`src/rtl/cal_pkg.sv`:
```
// cal_pkg: shared types, widths and mask helpers for the calculator request initiator
package cal_pkg;
  localparam int TAG_W = 2;
  localparam int DATA_W = 32;
  localparam int CMD_W = 4;
  localparam int NTAG = 1 << TAG_W;
  typedef enum logic [CMD_W-1:0] {
    CMD_NOP = 4'd0,
    CMD_ADD = 4'd1,
    CMD_SUB = 4'd2,
    CMD_SHL = 4'd5,
    CMD_SHR = 4'd6
  } cal_cmd_e;
  typedef enum logic [1:0] {RESP_NONE, RESP_OK, RESP_ERR, RESP_TIMEOUT} cal_resp_e;
  typedef enum logic {IDLE, OP2} cal_state_e;
  typedef struct packed {
    logic [TAG_W-1:0] tag;
    logic [CMD_W-1:0] cmd;
    logic [1:0] resp;
    logic [DATA_W-1:0] data;
  } cal_result_t;
  function automatic logic [TAG_W:0] popcount(input logic [NTAG-1:0] m);
    logic [TAG_W:0] n = '0;
    for (int i = 0; i < NTAG; i++) n += (TAG_W+1)'(m[i]);
    return n;
  endfunction
  function automatic logic [TAG_W-1:0] lowest_set(input logic [NTAG-1:0] m);
    logic [TAG_W-1:0] t = '0;
    for (int i = NTAG - 1; i >= 0; i--) if (m[i]) t = TAG_W'(i);
    return t;
  endfunction
endpackage

```
`src/rtl/cal_req_initiator_if.sv`:
```
// cal_req_initiator_if: operation, calculator request/response and result buses
interface cal_req_initiator_if;
  import cal_pkg::*;
  logic op_valid;
  logic op_ready;
  logic [CMD_W-1:0] op_cmd;
  logic [DATA_W-1:0] op_data1;
  logic [DATA_W-1:0] op_data2;
  logic [CMD_W-1:0] req_cmd;
  logic [TAG_W-1:0] req_tag;
  logic [DATA_W-1:0] req_data;
  logic [1:0] rsp_resp;
  logic [TAG_W-1:0] rsp_tag;
  logic [DATA_W-1:0] rsp_data;
  logic res_valid;
  logic res_ready;
  logic [TAG_W-1:0] res_tag;
  logic [CMD_W-1:0] res_cmd;
  logic [1:0] res_resp;
  logic [DATA_W-1:0] res_data;
  modport master (
    input op_valid, op_cmd, op_data1, op_data2, rsp_resp, rsp_tag, rsp_data, res_ready,
    output op_ready, req_cmd, req_tag, req_data, res_valid, res_tag, res_cmd, res_resp, res_data
  );
  modport slave (
    output op_valid, op_cmd, op_data1, op_data2, rsp_resp, rsp_tag, rsp_data, res_ready,
    input op_ready, req_cmd, req_tag, req_data, res_valid, res_tag, res_cmd, res_resp, res_data
  );
endinterface

```
`src/rtl/cal_req_initiator_res_fifo.sv`:
```
// cal_res_fifo: show-ahead result FIFO; the head entry is presented while not empty
module cal_res_fifo import cal_pkg::*; #(
  parameter int DEPTH = 4
) (
  input  logic clk,
  input  logic reset,
  input  logic push,
  input  cal_result_t din,
  input  logic pop,
  output cal_result_t dout,
  output logic empty,
  output logic [$clog2(DEPTH+1)-1:0] count
);
  localparam int AW = $clog2(DEPTH);
  localparam int CW = $clog2(DEPTH + 1);
  cal_result_t mem [DEPTH];
  logic [AW-1:0] wr_ptr, rd_ptr;
  logic do_pop;
  assign empty = count == '0;
  assign do_pop = pop && !empty;
  assign dout = empty ? '0 : mem[rd_ptr];
  always_ff @(posedge clk or negedge reset)
    if (!reset) begin
      wr_ptr <= '0;
      rd_ptr <= '0;
      count <= '0;
    end else begin
      if (push) wr_ptr <= wr_ptr == AW'(DEPTH - 1) ? '0 : wr_ptr + AW'(1);
      if (do_pop) rd_ptr <= rd_ptr == AW'(DEPTH - 1) ? '0 : rd_ptr + AW'(1);
      count <= count + CW'(push) - CW'(do_pop);
    end
  always_ff @(posedge clk)
    if (push) mem[wr_ptr] <= din;
  // upstream credit accounting keeps a push from ever meeting a full buffer
  assert property (@(posedge clk) disable iff (!reset) !(push && count == CW'(DEPTH) && !pop));
endmodule

```
`src/rtl/cal_req_initiator.sv`:
```
// cal_req_initiator: tags operations, drives two-cycle calculator requests, matches responses
module cal_req_initiator import cal_pkg::*; #(
  parameter int TIMEOUT = 100,
  parameter int RES_DEPTH = 4
) (
  input  logic clk,
  input  logic reset,
  cal_req_initiator_if.master bus,
  output logic [TAG_W:0] outstanding,
  output logic err_unexpected,
  output logic err_timeout
);
  localparam int TW = $clog2(TIMEOUT + 1);
  localparam int CW = $clog2(RES_DEPTH + 1);
  cal_state_e state, state_d;
  logic [NTAG-1:0] mask, mask_d, expired;
  logic [TW-1:0] timer [NTAG];
  logic [CMD_W-1:0] cmd_q [NTAG];
  logic [DATA_W-1:0] data2_q, req_data_d;
  logic [CMD_W-1:0] req_cmd_d;
  logic [TAG_W-1:0] req_tag_d, free_tag, exp_tag;
  logic [CW-1:0] fifo_count;
  logic accept, rsp_valid, rsp_hit, timeout_push, push, fifo_empty;
  cal_result_t push_entry, head;
  assign outstanding = popcount(mask);
  assign free_tag = lowest_set(~mask);
  // credit: every issued tag plus every buffered result must fit the result buffer
  assign bus.op_ready = reset && state == IDLE && !(&mask) && int'(outstanding) + int'(fifo_count) < RES_DEPTH;
  assign accept = bus.op_valid && bus.op_ready;
  assign rsp_valid = bus.rsp_resp != RESP_NONE;
  assign rsp_hit = rsp_valid && mask[bus.rsp_tag];
  always_comb
    for (int t = 0; t < NTAG; t++) expired[t] = mask[t] && timer[t] == TW'(TIMEOUT);
  assign exp_tag = lowest_set(expired);
  assign timeout_push = !rsp_hit && |expired;
  assign push = rsp_hit || timeout_push;
  assign push_entry = rsp_hit ? {bus.rsp_tag, cmd_q[bus.rsp_tag], bus.rsp_resp, bus.rsp_data}
                              : {exp_tag, cmd_q[exp_tag], RESP_TIMEOUT, DATA_W'(0)};
  always_comb begin
    mask_d = mask;
    if (accept) mask_d[free_tag] = 1'b1;
    if (rsp_hit) mask_d[bus.rsp_tag] = 1'b0;
    if (timeout_push) mask_d[exp_tag] = 1'b0;
  end
  always_ff @(posedge clk or negedge reset)
    if (!reset) state <= IDLE;
    else state <= state_d;
  always_comb state_d = (state == IDLE && accept) ? OP2 : IDLE;
  always_comb begin
    req_cmd_d = accept ? bus.op_cmd : '0;
    req_tag_d = accept ? free_tag : '0;
    req_data_d = state == OP2 ? data2_q : accept ? bus.op_data1 : '0;
  end
  always_ff @(posedge clk or negedge reset)
    if (!reset) begin
      bus.req_cmd <= '0;
      bus.req_tag <= '0;
      bus.req_data <= '0;
    end else begin
      bus.req_cmd <= req_cmd_d;
      bus.req_tag <= req_tag_d;
      bus.req_data <= req_data_d;
    end
  always_ff @(posedge clk or negedge reset)
    if (!reset) begin
      mask <= '0;
      data2_q <= '0;
      err_unexpected <= 1'b0;
      err_timeout <= 1'b0;
      for (int t = 0; t < NTAG; t++) begin
        timer[t] <= '0;
        cmd_q[t] <= '0;
      end
    end else begin
      mask <= mask_d;
      err_unexpected <= rsp_valid && !mask[bus.rsp_tag];
      err_timeout <= timeout_push;
      for (int t = 0; t < NTAG; t++)
        timer[t] <= (mask[t] && mask_d[t]) ? timer[t] + TW'(timer[t] != TW'(TIMEOUT)) : '0;
      if (accept) begin
        cmd_q[free_tag] <= bus.op_cmd;
        data2_q <= bus.op_data2;
      end
    end
  cal_res_fifo #(.DEPTH(RES_DEPTH)) u_fifo (
    .clk(clk),
    .reset(reset),
    .push(push),
    .din(push_entry),
    .pop(bus.res_valid && bus.res_ready),
    .dout(head),
    .empty(fifo_empty),
    .count(fifo_count)
  );
  assign bus.res_valid = !fifo_empty;
  assign {bus.res_tag, bus.res_cmd, bus.res_resp, bus.res_data} = head;
endmodule

```
`src/flat_wrapper.sv`:
```
// flat-port wrapper written by rule: the top's interface ports become plain ports
module cal_req_initiator_flat import cal_pkg::*;
#(
  parameter int TIMEOUT = 100,
  parameter int RES_DEPTH = 4
)
  (clk, reset, outstanding, err_unexpected, err_timeout, bus_op_valid, bus_op_cmd, bus_op_data1, bus_op_data2, bus_rsp_resp, bus_rsp_tag, bus_rsp_data, bus_res_ready, bus_op_ready, bus_req_cmd, bus_req_tag, bus_req_data, bus_res_valid, bus_res_tag, bus_res_cmd, bus_res_resp, bus_res_data);
  cal_req_initiator_if bus_i ();
  input  logic clk;
  input  logic reset;
  output logic [TAG_W:0] outstanding;
  output logic err_unexpected;
  output logic err_timeout;
  input wire logic [$bits(bus_i.op_valid)-1:0] bus_op_valid;
  input wire logic [$bits(bus_i.op_cmd)-1:0] bus_op_cmd;
  input wire logic [$bits(bus_i.op_data1)-1:0] bus_op_data1;
  input wire logic [$bits(bus_i.op_data2)-1:0] bus_op_data2;
  input wire logic [$bits(bus_i.rsp_resp)-1:0] bus_rsp_resp;
  input wire logic [$bits(bus_i.rsp_tag)-1:0] bus_rsp_tag;
  input wire logic [$bits(bus_i.rsp_data)-1:0] bus_rsp_data;
  input wire logic [$bits(bus_i.res_ready)-1:0] bus_res_ready;
  output wire logic [$bits(bus_i.op_ready)-1:0] bus_op_ready;
  output wire logic [$bits(bus_i.req_cmd)-1:0] bus_req_cmd;
  output wire logic [$bits(bus_i.req_tag)-1:0] bus_req_tag;
  output wire logic [$bits(bus_i.req_data)-1:0] bus_req_data;
  output wire logic [$bits(bus_i.res_valid)-1:0] bus_res_valid;
  output wire logic [$bits(bus_i.res_tag)-1:0] bus_res_tag;
  output wire logic [$bits(bus_i.res_cmd)-1:0] bus_res_cmd;
  output wire logic [$bits(bus_i.res_resp)-1:0] bus_res_resp;
  output wire logic [$bits(bus_i.res_data)-1:0] bus_res_data;
  assign bus_i.op_valid = bus_op_valid;
  assign bus_i.op_cmd = bus_op_cmd;
  assign bus_i.op_data1 = bus_op_data1;
  assign bus_i.op_data2 = bus_op_data2;
  assign bus_i.rsp_resp = bus_rsp_resp;
  assign bus_i.rsp_tag = bus_rsp_tag;
  assign bus_i.rsp_data = bus_rsp_data;
  assign bus_i.res_ready = bus_res_ready;
  assign bus_op_ready = bus_i.op_ready;
  assign bus_req_cmd = bus_i.req_cmd;
  assign bus_req_tag = bus_i.req_tag;
  assign bus_req_data = bus_i.req_data;
  assign bus_res_valid = bus_i.res_valid;
  assign bus_res_tag = bus_i.res_tag;
  assign bus_res_cmd = bus_i.res_cmd;
  assign bus_res_resp = bus_i.res_resp;
  assign bus_res_data = bus_i.res_data;
  cal_req_initiator #(.TIMEOUT(TIMEOUT), .RES_DEPTH(RES_DEPTH)) u_core (.clk(clk), .reset(reset), .bus(bus_i), .outstanding(outstanding), .err_unexpected(err_unexpected), .err_timeout(err_timeout));
endmodule
```
`config.mk`:
```
export PLATFORM = sky130hd
export DESIGN_NAME = cal_req_initiator_flat
export DESIGN_NICKNAME = d
export VERILOG_FILES = /design/src/rtl/cal_pkg.sv /design/src/rtl/cal_req_initiator_if.sv /design/src/rtl/cal_req_initiator_res_fifo.sv /design/src/rtl/cal_req_initiator.sv /design/src/flat_wrapper.sv
export SDC_FILE = /design/constraint.sdc
export NUM_CORES = 1
export LEC_CHECK = 0
export CAP_MARGIN = 20
export CORE_MARGIN = 4
export CORE_UTILIZATION = 45
export CTS_CLUSTER_SIZE = 10
export DETAILED_ROUTE_END_ITERATION = 10
export GPL_TIMING_DRIVEN = 1
export PLACE_DENSITY = 0.74
export SETUP_SLACK_MARGIN = 0.4
export SLEW_MARGIN = 0
export SYNTH_ARGS = -nofsm -noshare
export SYNTH_HDL_FRONTEND = slang
export SYNTH_SLANG_ARGS = --single-unit
```
`constraint.sdc`:
```
create_clock -name clk -period 11.42 [get_ports clk]
set_input_delay 2.284 -clock clk [delete_from_list [all_inputs] [get_ports clk]]
set_output_delay 2.284 -clock clk [all_outputs]
set_load 0.1 [all_outputs]
```
**Word-level counts from Yosys, hierarchy flattened**

Memory sizes are Yosys's and may differ from the RTL's.
Index checks and enable logic that the tools add are counted.

- Memories kept: 1
- Bits in writable memories: 160
- Flip-flop bits (word level): 128
- Bits of input ports: 108
- Logic and storage cells: 137

Memories:

| name | depth | bits a word | rd ports | clocked after Yosys merged registers in | wr ports | line | RTL |
|---|---|---|---|---|---|---|---|
| u_core.u_fifo.mem | 4 | 40 | 1 | 0 | 1 | cal_req_initiator_res_fifo.sv:16 | `cal_result_t mem [DEPTH];` |

- Eq/ne operators: 10
- Reduce and logical (&&, ||, !) cells: 31
- Multiplexer cells: 43
- Bitwise operators: 10
- $add $sub $neg: 12
- $lt $le $gt $ge: 11

Operators by type and width:

| kind | number |
|---|---|
| 40-bit 2-to-1 mux | 2 |
| 32-bit 2-to-1 mux | 2 |
| 4-bit 2-to-1 mux | 9 |
| 32-bit by 4-bit < comparator with 1-bit output (second input constant) | 1 |
| 7-bit by 1-bit adder with 7-bit output | 4 |
| 7-bit == test (second input constant) | 4 |
| 7-bit 2-to-1 mux | 4 |
| 7-bit != test (second input constant) | 4 |
| 1-bit logical AND | 22 |
| 2-bit 2-to-1 mux | 11 |
| 4-bit binary-select mux with 2-bit select | 2 |
| 16-bit bitwise mux | 1 |
| 4-bit inverter | 3 |
| 3-bit by 1-bit adder with 3-bit output | 3 |
| 3-bit greater-or-equal comparator (second input constant) | 3 |
| 2-bit by 3-bit < comparator with 1-bit output (second input constant) | 3 |
| 2-bit inverter with 3-bit output | 3 |
| 4-bit bitwise AND | 2 |
| 4-bit demux with 2-bit select | 1 |
| 1-bit 2-to-1 mux | 7 |
| 1-bit demux with 2-bit select | 3 |
| 2-bit by 1-bit greater-or-equal comparator with 1-bit output (second input constant) | 3 |
| 2-bit by 1-bit adder with 2-bit output (second input constant) | 2 |
| 3-bit by 3-bit adder with 4-bit output | 1 |
| 13 further kinds | 17 |

**Depth between registers and ports, before layout**

- Depth in word-level cells: 17
- Depth in mapped cells: 16

**Hierarchy**

Synthesis repeated with hierarchy kept, for this count alone.

- Cells, all modules: 759
- Area, all modules: 12221.7 um^2

Modules (own cells, without submodules):

| module | area each (um^2) | times used | cells an instance | seq. area each (um^2) |
|---|---|---|---|---|
| cal_res_fifo | 6511.2 | 1 | 292 | 4979.8 |
| cal_req_initiator | 5710.5 | 1 | 467 | 3027.9 |

**Worst setup path after synthesis**

No wires, ideal clock.

- Path kind: input to register
- Start: input port bus_rsp_tag[1]
- End: memory u_core.u_fifo.mem[0][0] (netlist name), enable pin
- Path buffers: 2
- Data arrival time: 5012 ps
- Path slack: 5966 ps
- Cell stages on the path: 7
- Required time: 10978 ps
- Cells stage by stage: buf_2 > o21bai_1 > o22ai_2 > nor3_4 > and2_1 > buf_4 > nor2b_1

- Word-level cells in the longest chain between the ends: 8

Ends and longest elaborated chain:

| item | line | RTL |
|---|---|---|
| from (decl) | flat_wrapper.sv:19 | `input wire logic [$bits(bus_i.rsp_tag)-1:0] bus_rsp_tag;` |
| 1-bit binary-select mux with 2-bit select (*) | cal_req_initiator.sv:31 | `assign rsp_hit = rsp_valid && mask[bus.rsp_tag];` |
| 1-bit 2-to-1 mux (implied by the code) (*) | cal_req_initiator.sv:31 |  |
| 1-bit logical AND (*) | cal_req_initiator.sv:31 |  |
| 1-bit zero test | cal_req_initiator.sv:35 | `assign timeout_push = !rsp_hit && \|expired;` |
| 1-bit logical AND | cal_req_initiator.sv:35 |  |
| 1-bit logical OR (*) | cal_req_initiator.sv:36 | `assign push = rsp_hit \|\| timeout_push;` |
| 1-bit 2-to-1 mux (*) | cal_req_initiator_res_fifo.sv:33 | `if (push) mem[wr_ptr] <= din;` |
| 1-bit 2-to-1 mux (implied by the code) (*) | cal_req_initiator_res_fifo.sv:33 |  |
| to (decl) | cal_req_initiator_res_fifo.sv:16 |  |

Every way passes the cells marked *; elsewhere a longest branch is shown, timed or not. The select of a mux whose other input is x is not followed.

**Final worst setup path**

- Start: input port reset
- End: output port bus_op_ready

- Word-level cells in the longest chain between the ends: 3

Ends and longest elaborated chain:

| item | line | RTL |
|---|---|---|
| from (decl) | flat_wrapper.sv:10 | `input logic reset;` |
| 1-bit logical AND (3 in series) | cal_req_initiator.sv:28 | `assign bus.op_ready = reset && state == IDLE && !(&mask) && int'(outstanding) + int'(fifo_count) < RES_DEPTH;` |
| to (decl) | flat_wrapper.sv:22 | `output wire logic [$bits(bus_i.op_ready)-1:0] bus_op_ready;` |

No other way between the ends.

==> impl_metrics.env <==
export IMPL_run_status="completed"
export IMPL_postRouteAntennaNets=0
export IMPL_synthMostInstantiatedCell="edfxtp_1"
export IMPL_p_leak_nw=5.92
export IMPL_worst_setup_path_type="input pin to primary output"
export IMPL_yosys_area_top_type_share_pct=39.9
export IMPL_core_ar_um2=26200
export IMPL_cts_tree="built"
export IMPL_drt_initial_drc_count=510
export IMPL_chipHeight_um=172
export IMPL_grt_first_pass_wirelength_um=38800
export IMPL_initial_antenna_violation_count=0
export IMPL_clock_sinks=288
export IMPL_clockBufferDepth=3
export IMPL_row_count=59
export IMPL_cp_cell_sequence="buf_4 > and4_1 > clkdlybuf4s50_1"
export IMPL_place_port_buffers=192
export IMPL_fmax_mhz=150
export IMPL_total_setup_violations_reported_at_the_end_of_the_flow=0
export IMPL_grt_usage_pct=16.8
export IMPL_fp_dieArea_um2=29400
export IMPL_number_of_antenna_diodes=0
export IMPL_clk_root_buffer_cell="clkbuf_16"
export IMPL_cts_htree_levels=2
export IMPL_via_count_of_the_first_global_routing_pass=7080
export IMPL_final_max_slew_viol_count=0
export IMPL_ys_warn_count=0
export IMPL_worst_r2r_path_depth=13
export IMPL_final_hold_viol_count=0
export IMPL_rsz_0062_raised_after_global_routing="false"
export IMPL_startpoint_type="input pin"
export IMPL_grt_overflow_total=0
export IMPL_critical_path_top_delay_family="buffers and inverters"
export IMPL_stage_delay_of_the_slowest_cell_on_the_critical_path_ns=1.19
export IMPL_maxCapViolCount=0
export IMPL_worstPathArrival_ns=4.40
export IMPL_clkLatencyLatePin_ns=0.51
export IMPL_finalPower_w=0.00472
export IMPL_dieWidth_um=172
export IMPL_finalCriticalPeriod_ns=6.69
export IMPL_via_per_inst=5.24
export IMPL_worst_ep_required_time_ns=9.14
export IMPL_num_io_pins=193
export IMPL_final_min_period_over_clock_period_pct=58.5
export IMPL_setup_worst_path_end_class="primary output"
export IMPL_worst_rel_slew_slack_pct=26.6
export IMPL_worst_path_max_delay_cell="clkdlybuf4s50_1"
export IMPL_drive_gt1_share_pct=17.3
export IMPL_dp_final_hpwl_um=15500
export IMPL_syn_instance_count=743
export IMPL_yosys_most_used_dff="edfxtp_1"
export IMPL_ys_seq_area_share_pct=66.5
export IMPL_synth_area_leader="edfxtp_1"
export IMPL_synth_edf_count=160
export IMPL_netlist_top_cells_count="edfxtp_1, dfrtp_1, and2_1"
export IMPL_worstPathMaxFanout=47
export IMPL_min_delay_path_depth=1
export IMPL_library_cells_used_by_synthesis=56
export IMPL_post_cts_resized=0
export IMPL_area_growth_pct=27.6
export IMPL_timing_clock_skew_ns=0.0162
export IMPL_wl_per_cell_um=18.9
export IMPL_synth_net_count=876
export IMPL_cts_made_buffers=35
export IMPL_power_density_relative_to_cell_area_nw_per_um2=308
export IMPL_yosys_top_cells_area="edfxtp_1, dfrtp_1, mux4_2"
export IMPL_tightestPinTransition_ns=1.10
export IMPL_hold_fix_buffers_cts=0
export IMPL_timing_setup_tns_ns=0
export IMPL_syn_avg_cell_area_um2=16.2
export IMPL_floorplan_initialDensity_pct=45.9
export IMPL_cts_clk_slew_worst_paths_ns=0.05
export IMPL_vdd_drop_max_mv=0.183
export IMPL_place_gp_congestion=0.774
export IMPL_vias=6819
export IMPL_detail_route_first_pass_iterations=4
export IMPL_synth_cell_area_um2=12000
export IMPL_drt_wirelength_um=24600
export IMPL_drc_violation_count_after_routing=0
export IMPL_path_buf_inv=2
export IMPL_hp_class="register to register"
export IMPL_final_net_count=1076
export IMPL_ys_ff_latch=288
export IMPL_post_cts_setup_buffers=0
export IMPL_worstSetupPathDepth=3
export IMPL_largest_net_degree_at_the_start_of_global_routing=84
export IMPL_share_of_synthesized_registers_carrying_an_async_set_or_reset_pct=44.4
[cell type report]
| class | instances | area (um^2) |
|---|---|---|
| inverters | 27 | 101 |
| well taps | 335 | 419 |
| clock buffers | 56 | 975 |
| clock inverters | 4 | 78.8 |
| flip-flops and latches | 288 | 8010 |
| fillers | 2007 | 10800 |
| multi-input cells | 388 | 3750 |
| repair buffers | 203 | 2020 |
[cells by family after synthesis]
kind of cell | synth area share (%)
compound gates | 4.72
xor+xnor | 1.60
fa+ha+maj | 2.72
buf+inv | 2.62
flops | 66.5
mux | 13.3
simple gates | 8.49
[cells in the final DEF (no fill, tap or decap), types with 2 or more instances in the layout]
| cell type | synthesis | routed |
|---|---|---|
| nor2_1 | 37 | 37 |
| inv_1 | 27 | 27 |
| and4b_1 | 2 | 2 |
| nand3_1 | 11 | 11 |
| clkbuf_16 | 0 | 35 |
| mux2_4 | 4 | 4 |
| a221o_1 | 5 | 5 |
| clkdlybuf4s50_1 | 0 | 191 |
| nand3b_1 | 3 | 3 |
| nor2b_4 | 0 | 4 |
| and4bb_2 | 2 | 2 |
| nand2_1 | 13 | 13 |
| and2_1 | 74 | 73 |
| fa_1 | 2 | 2 |
| or3_1 | 4 | 4 |
| ha_1 | 23 | 23 |
| xnor2_1 | 14 | 14 |
| a21oi_1 | 5 | 5 |
| buf_4 | 7 | 11 |
| and4_1 | 3 | 3 |
| clkbuf_1 | 14 | 19 |
| clkbuf_8 | 0 | 2 |
| inv_16 | 0 | 2 |
| mux4_2 | 44 | 44 |
| and3_1 | 11 | 11 |
| edfxtp_1 | 160 | 160 |
| dfrtp_1 | 128 | 126 |
| nand2b_1 | 3 | 3 |
| o21ai_0 | 3 | 3 |
| xor2_1 | 8 | 8 |
| a22o_1 | 40 | 40 |
| mux2_2 | 47 | 47 |
| nand4_1 | 3 | 3 |
| dfrtp_2 | 0 | 2 |
[state kept, by name (all words and copies together), names as in the netlist]
signal and flops:
u_core.err_unexpected 1, u_core.data2_q 32, u_core.u_fifo.rd_ptr 2, u_core.cmd_q 16
u_core.bus.req_data 32, u_core.timer 28, u_core.bus.req_cmd 4, u_core.err_timeout 1
u_core.bus.req_tag 2, u_core.u_fifo.wr_ptr 2, u_core.u_fifo.count 3, u_core.state 1
u_core.u_fifo.mem 160, u_core.mask 4
[path summary, 6_finish.rpt]
path | startpoint | endpoint | slack (ns)
max in group asynchronous | reset | u_core.data2_q[1] | 8.47
max | reset | bus_op_ready | 4.73
min reg2reg | u_core.data2_q[5] | u_core.bus.req_data[5] | 0.50
max reg2reg | u_core.mask[0] | u_core.cmd_q[8] | 7.31
min in group asynchronous | reset | u_core.timer[9] | 1.78
min | u_core.data2_q[5] | u_core.bus.req_data[5] | 0.50
[metal layers]
| metal | track usage, % | vias up | part of all wire, % |
|---|---|---|---|
| met5 | 0 | - | 0 |
| met4 | 4.75 | 0 | 2.0 |
| met3 | 4.76 | 42 | 7.2 |
| met2 | 26.9 | 207 | 48 |
| met1 | 22.7 | 3409 | 43 |
| li1 | - | 3161 | - |
[through the flow]
stage | std cells | util, % | area, um^2 | setup WS [ns] | hold slack [ns]
after CTS | 1300 | 58.5 | 15300 | 4.70 | 0.503
final | 1301 | 58.6 | 15400 | 4.73 | 0.499
after floorplan | 743 | - | 12000 | 5.97 | 0.464
after global routing | 1301 | 58.6 | 15400 | 4.61 | 0.523
after detailed placement | 1240 | 54.5 | 14300 | 4.70 | 0.491
after global placement | 1240 | 54.5 | 14300 | 4.71 | 0.484
[report_power, final]
part           leakage (nW)  switching [W]  total [W]  internal, W
sequential             3.14       0.000153    0.00150      0.00135
clock                 0.506       0.000404    0.00102     0.000612
combinational          2.27        0.00153    0.00221     0.000677
(Power assumes the default switching activity.)
==> edit (same flow settings) <==
`RES_DEPTH` is set to 4 in 2 places; all go to 8.
--- a/src/rtl/cal_req_initiator.sv
+++ b/src/rtl/cal_req_initiator.sv
@@ -1,7 +1,7 @@
 // cal_req_initiator: tags operations, drives two-cycle calculator requests, matches responses
 module cal_req_initiator import cal_pkg::*; #(
   parameter int TIMEOUT = 100,
-  parameter int RES_DEPTH = 4
+  parameter int RES_DEPTH = 8
 ) (
   input  logic clk,
   input  logic reset,
--- a/src/flat_wrapper.sv
+++ b/src/flat_wrapper.sv
@@ -2,7 +2,7 @@
 module cal_req_initiator_flat import cal_pkg::*;
 #(
   parameter int TIMEOUT = 100,
-  parameter int RES_DEPTH = 4
+  parameter int RES_DEPTH = 8
 )
   (clk, reset, outstanding, err_unexpected, err_timeout, bus_op_valid, bus_op_cmd, bus_op_data1, bus_op_data2, bus_rsp_resp, bus_rsp_tag, bus_rsp_data, bus_res_ready, bus_op_ready, bus_req_cmd, bus_req_tag, bus_req_data, bus_res_valid, bus_res_tag, bus_res_cmd, bus_res_resp, bus_res_data);
   cal_req_initiator_if bus_i ();
Formal check against the unedited RTL: not equivalent (Yosys sat finds a counterexample within 10 cycles, from zero or initial values and one cycle with reset low).
==> edit against the original RTL <==
Synthesized cell count up 49%. Routed wire length up 56%. First-iteration DRC count grew 3.1%. Highest routed layer unchanged. Power grew 32%. Setup slack got worse by 420 ps. Sequential cell count up 163. Critical endpoint unchanged. Area after synthesis up 52%. Largest cell class unchanged. Clock skew up 11 ps. Fmax fell by 6.0%. Design area increased by 46%. Final cell count is 42% higher. Sequential power rose by 45%.
==> edit: results (changes against the original RTL) <==
run status complete, no violations (unchanged); Async S/R FF share, synth 0.290 (was 0.444); number of flops mapped to enable cells by yosys 320 (was 160); ranking of synthesized cells by area edfxtp_1 (53%), dfrtp_1 (18%), mux4_2 (10%), nand2_1 (2.5%), mux2i_1 (2.3%) (was edfxtp_1 (40%), dfrtp_1 (27%), mux4_2 (8.2%), mux2_2 (4.4%), and2_1 (3.8%)); worst clock skew 26.9 ps (was 16.2 ps); Slew headroom 0.310 (was 0.266); WHS Path Cells 2 (was 1); peak supply drop 0.271 mV (was 0.183 mV); initial drt markers 526 (was 510); metal2 WL 18.6 mm (was 11.7 mm); grt met3 use 0.0435 (was 0.0476); Worst Path Max Fanout 70 (was 47); M1 GR Usage 0.238 (was 0.227); routed wire length 38.3 mm (was 24.6 mm); worst skew pair latency 580 ps (was 510 ps); Synth Area in Compound Gates 0.0311 (was 0.0472); nets 1450 (was 1076); multiplexer area fraction after synthesis 0.140 (was 0.133); Mapped Nets 1240 (was 876); setup slack, reg-to-reg 6950 ps (was 7310 ps); post-DP HPWL 22.4 mm (was 15.5 mm); biggest regs u_core.u_fifo.mem x320, u_core.bus.req_data x32, u_core.data2_q x32 (was u_core.u_fifo.mem x160, u_core.bus.req_data x32, u_core.data2_q x32); Unique masters post-synth 54 (was 56); Seq/Total Area, Yosys 0.704 (was 0.665); pin count of the biggest net entering global routing 71 (was 84); DRT met1 WL 16.2 mm (was 10.6 mm); Global Route Usage Sum 0.173 (was 0.168); layout cells sized above 1 0.152 (was 0.173); met3 WL 2.89 mm (was 1.78 mm); routability-driven placement congestion ratio 0.807 (was 0.774)
## edit: changes by cell type in the layout (fill, tap and decap cells not counted), sizes merged, moves of 36 or more
cell	change
and2	-36
edfxtp	+160
mux2i	+40
mux4	+40
nand2	+108
nor2	+44
## edit: through the flow
step                area [um2]  setup WS [ps]  hold WS (ps)  power (mW)  std cells
floorplan                18300           3290           446        4.20       1104
global placement         20900           4250           458        4.83       1782
detailed placement       20900           4270           464        4.87       1782
CTS                      22300           4250           479        6.30       1849
global route             22400           4170           494        6.53       1853
finish                   22400           4310           476        6.24       1853
## edit: kinds of logic after synthesis
family | Yosys count
AO/OA/AOI/OAI | 71
buffers and inverters | 91
AND/OR/NAND/NOR | 294
XOR/XNOR | 22
adder cells (fa/ha/maj) | 28
flip-flops | 451
multiplexers | 147
## edit: path summary, 6_finish.rpt
check                                   start                endpoint
setup / recovery                        reset            bus_op_ready
hold / removal             u_core.data2_q[17]      u_core.data2_q[17]
setup reg to reg               u_core.mask[1]   u_core.bus.req_tag[1]
hold reg to reg            u_core.data2_q[17]      u_core.data2_q[17]
max in group asynchronous               reset  u_core.bus.req_data[1]
min in group asynchronous               reset      u_core.data2_q[22]
## edit: cell type report
class | count | area (um2)
sequential | 451 | 12900
clock buffer | 62 | 1320
fill | 3121 | 17600
multi-input combinational | 562 | 5140
timing repair buffer | 215 | 2130
clock inverter | 5 | 110
inverter | 33 | 124
tap | 525 | 657
## edit: worst max-delay path: stages
cell and delay (ps):
buf_6 470, or4b_4 550, a31oi_4 190, and2_1 160, clkdlybuf4s50_1 1150
## edit: power breakdown
part	leakage, nW	switching (mW)	internal [mW]
clock network	0.687	0.589	0.828
logic	3.03	1.84	0.810
registers	4.66	0.167	2.00
total	8.38	2.60	3.64
